### config.mk
export PLATFORM = sky130hd
export DESIGN_NAME = traffic_light_controller
export DESIGN_NICKNAME = d
export VERILOG_FILES = /design/src/rtl/traffic_light_controller.sv
export SDC_FILE = /design/constraint.sdc
export NUM_CORES = 1
export LEC_CHECK = 0
export ABC_AREA = 1
export CAP_MARGIN = 20
export CORE_AREA = 4 4 41 43
export CTS_CLUSTER_SIZE = 10
export DETAILED_ROUTE_END_ITERATION = 8
export DIE_AREA = 0 0 45 47
export SLEW_MARGIN = 20
export SYNTH_ARGS = -nofsm -noshare
export SYNTH_HDL_FRONTEND = slang
export SYNTH_SLANG_ARGS = --single-unit
### constraint.sdc
create_clock -name clk -period 1.4 [get_ports clk]
set_clock_uncertainty 0.1 [all_clocks]
set_input_delay 0.42 -clock clk [delete_from_list [all_inputs] [get_ports clk]]
set_output_delay 0.42 -clock clk [all_outputs]
set_load 0.01 [all_outputs]
### src/rtl/traffic_light_controller.sv
// Highway/farm-road light FSM: synchronises the farm car sensor, reacts to Timer timeout
// levels and issues a one-cycle Timer restart strobe on every state change.
module traffic_light_controller #(
  parameter int         SYNC_STAGES = 2,
  parameter logic [1:0] RED         = 2'b00,
  parameter logic [1:0] YELLOW      = 2'b01,
  parameter logic [1:0] GREEN       = 2'b10
) (
  input  logic       clk,
  input  logic       reset,
  input  logic       c,
  input  logic       ts,
  input  logic       tlh,
  input  logic       tln,
  output logic       st,
  output logic [1:0] hl,
  output logic [1:0] fl,
  output logic [1:0] state
);

  typedef enum logic [1:0] {HG = 2'd0, HY = 2'd1, FG = 2'd2, FY = 2'd3} state_t;

  state_t                 cur, nxt;
  logic                   st_nxt;
  logic [1:0]             hl_nxt, fl_nxt;
  logic [SYNC_STAGES-1:0] sync;
  logic                   cs;

  always_ff @(posedge clk) begin
    if (!reset) sync <= '0;
    else        sync <= {sync[SYNC_STAGES-2:0], c};
  end

  assign cs = sync[SYNC_STAGES-1];

  always_ff @(posedge clk) begin
    if (!reset) begin
      cur <= HG;
      st  <= 1'b0;
      hl  <= GREEN;
      fl  <= RED;
    end else begin
      cur <= nxt;
      st  <= st_nxt;
      hl  <= hl_nxt;
      fl  <= fl_nxt;
    end
  end

  // Timeout levels are stale while st is high (Timer clears them on that edge), so hold.
  always_comb begin
    nxt = cur;
    if (!st) begin
      case (cur)
        HG:      if (tlh && cs)  nxt = HY;
        HY:      if (ts)         nxt = FG;
        FG:      if (tln || !cs) nxt = FY;
        FY:      if (ts)         nxt = HG;
        default:                 nxt = HG;
      endcase
    end
    st_nxt = (nxt != cur);
  end

  always_comb begin
    hl_nxt = RED;
    fl_nxt = RED;
    case (nxt)
      HG:      hl_nxt = GREEN;
      HY:      hl_nxt = YELLOW;
      FG:      fl_nxt = GREEN;
      FY:      fl_nxt = YELLOW;
      default: hl_nxt = GREEN;
    endcase
  end

  assign state = cur;

endmodule

==> impl_summary.txt <==
----------------------------------------------------
[Status]
  Status ... finished clean

[Logic synthesis]
  Proportion of synthesized chip area in sequential cells ... 56.3%
  Largest area contributor in the synthesized netlist ... sky130_fd_sc_hd__dfxtp_1
  Cells taking the most area after synthesis ... sky130_fd_sc_hd__dfxtp_1, sky130_fd_sc_hd__nand2_1, sky130_fd_sc_hd__inv_1, sky130_fd_sc_hd__nand3_2, sky130_fd_sc_hd__nand4_1
  Number of cells produced by synthesis ... 39
  Ys Warns ... 0
  Syn Area/Cell ... 8.21 µm²
  Yosys cell types ... 10
  Synthesized area ... 320 µm²
  Post-synthesis sequential element count ... 9
  Share of the synthesized area in the top cell type ... 56.3%
  Mapped Nets ... 45

[Critical path]
  Reg2Reg Depth ... 8
  Nature of the critical path startpoint ... flip-flop
  Worst EP arrival ... 820 ps
  Classification of the worst setup path ... flip-flop to output pin
  Worst Path Buf+Inv ... 1
  CP max-delay cell ... sky130_fd_sc_hd__dfxtp_1
  Crit. Startpoint ... fl[1]
  Data required time at the worst endpoint ... 880 ps
  Worst stage delay on the critical path ... 300 ps
  Startpoint of the lowest-slack register-to-register path ... state[1]
  Critical Path Fanout Max ... 1
  Kind of cell adding the most delay to the critical path ... flip-flops
  Worst Setup EP ... fl[1]
  Worst Setup End Kind ... output pin
  R2R Setup Slk ... 260 ps
  Number of stages on the worst setup path ... 1
  Reg-to-reg critical path endpoint ... hl[1]
  Worst-path cell chain ... dlygate4sd2_1

[Cells and area]
  Antenna cells ... 0
  Final #Nets ... 66
  Leading cell types in the layout, fill and taps excluded ... sky130_fd_sc_hd__nand2_1, sky130_fd_sc_hd__inv_1, sky130_fd_sc_hd__dfxtp_1
  Final core area utilization ... 39.2%
  Filler cell count ... 141
  Most common cell after layout, fill and taps aside ... sky130_fd_sc_hd__nand2_1
  Proportion of layout cells with a drive suffix above 1 ... 16.9%
  Syn-to-layout area delta ... 59.4%

[Power]
  Max IR drop VDD ... 409 µV
  Reported leakage power ... 0.263 nW
  Power Dens Cells ... 1090 nW/µm²

[Floorplanning]
  Overall die area ... 2120 µm²
  Die height ... 47 µm
  Placeable Area ... 1300 µm²
  Initial core utilization ... 24.6%
  Ports placed on the boundary ... 13
  Die X-Extent ... 45 µm
  Core Rows ... 13

[Detailed routing]
  Remaining antenna violation count ... 0
  Number of vias after detailed routing ... 309
  Count of TritonRoute iterations in the first routing pass ... 4
  Wire length after detailed routing ... 623 µm
  Routed via count divided by cell count ... 4.18
  DRC violation count after routing ... 0
  Number of DRC violations after detailed-routing iteration 0 ... 7
  Routed wirelength normalized by instance count ... 8.42 µm

[Global route]
  Number of global-route vias before repair ... 264
  Maximum number of pins on one net before global-route repair ... 7
  Congestion Overflow GR ... 0
  Initial antenna violation count ... 0
  Global-route wire length before repair ... 1.01 mm
  All-layer global routing usage ... 6.83%

[Clocking]
  Setup bufs post-CTS ... 0
  Sink count of the clock tree ... 9
  Clock root cell ... sky130_fd_sc_hd__clkbuf_4
  Number of clock buffers inserted by TritonCTS ... 3
  Post-CTS clock slew at the launch and capture registers of the worst setup and hold paths ... 60 ps
  TritonCTS clock tree ... built
  Worst-case clock buffer depth ... 2
  Clock network latency to the later pin of the worst-skew pair ... 250 ps
  Count of H-tree levels built during CTS ... 1

[Placed design]
  Final GP Congestion ... 0.778
  Hpwl dp ... 473 µm
  Worst setup slack before clock tree synthesis ... -159 ps
  Count of input and output buffers ... 12

[Timing]
  RSZ-0062 raised after global routing ... no
  Min setup slack post-route ... 57.0 ps
  Slew headroom ... 85.5%
  Final worst-path cycle share ... 95.9%
  Final hold violations ... 0
  Hold WS ... 322 ps
  Fin crit period ... 1340 ps
  Peak Freq ... 745 MHz
  Slew at the pin closest to its max-slew limit ... 217 ps
  Final Max Tran Viols ... 0
  Final setup violation count ... 0

[Min path]
  Worst min-delay path class ... flip-flop to flip-flop

[Flow run]
  Count of maximum capacitance violations ... 0

----------------------------------------------------
-- cells in the mapped netlist, drive strengths merged --
| cell | count |
|---|---|
| nor2 | 2 |
| a21boi | 1 |
| inv | 9 |
| dfxtp | 9 |
| nand4 | 2 |
| a21oi | 1 |
| nand3 | 4 |
| nand2 | 11 |
-- cells by family after synthesis --
kind of cell,count (synthesis),share of synthesized area [%]
AOI/OAI and AO/OA,2,3.91
buffers and inverters,9,10.5
and+or+nand+nor,19,29.3
DFF,9,56.2
-- worst min path at each step --
stage,start,to,slack (ps),cells after the start
detailed placement,sync[0],sync[1],310,2
global placement,sync[0],sync[1],300,2
CTS,sync[0],sync[1],320,2
global route,sync[0],sync[1],340,2
finish,sync[0],sync[1],320,2
floorplan,sync[0],sync[1],290,2
-- layout make-up --
type | instances | area (µm²) | area share (%)
Inverter | 9 | 33.8 | 6.62
Sequential cell | 9 | 180 | 35.3
Timing Repair Buffer | 16 | 145 | 28.4
Clock buffer | 4 | 26.3 | 5.15
Multi-Input combinational cell | 21 | 106 | 20.8
Tap cell | 15 | 18.8 | 3.68
-- routing by layer --
metal | vias to the layer above | global-route usage (%) | share of wire (%)
li1 | 160 | - | -
met1 | 129 | 10.1 | 47
met2 | 20 | 7.34 | 39
met4 | 0 | 5.26 | 0
met5 | - | 0 | 0
met3 | 0 | 2.68 | 14
-- per-stage QoR --
stage / instances / area (µm²) / TNS [ps] / power [W]
after floorplan: 39 / 320 / 0 / 0.000321
after global placement: 70 / 489 / -756 / 0.000376
after detailed placement: 70 / 489 / -858 / 0.000376
after CTS: 74 / 507 / 0 / 0.000565
after global routing: 74 / 510 / 0 / 0.000588
final: 74 / 510 / 0 / 0.000555
-- worst min-delay path: cells and delay by family (launching register included) --
kind	cells	cell delay, ps
flip-flops	1	310
buffers and inverters	1	40
AND/OR/NAND/NOR	1	50
-- power by group --
group	leakage (nW)	total, W	internal, W	switching, W
clock	0.0150	0.000192	0.000109	0.0000823
combinational	0.175	0.0000869	0.0000446	0.0000423
sequential	0.0736	0.000276	0.000271	0.00000497
-- registers in the layout, summed over array words and instances, names as in the netlist --
register,count
fl,2
hl,2
st,1
state,2
sync,2
-- what timing repair did --
| item | in CTS | in global routing |
|---|---|---|
| setup endpoints to repair | 7 | 3 |
| resized for setup | 7 | 3 |
| hold buffers | 0 | 0 |
Power figures use the tool's default switching activity.
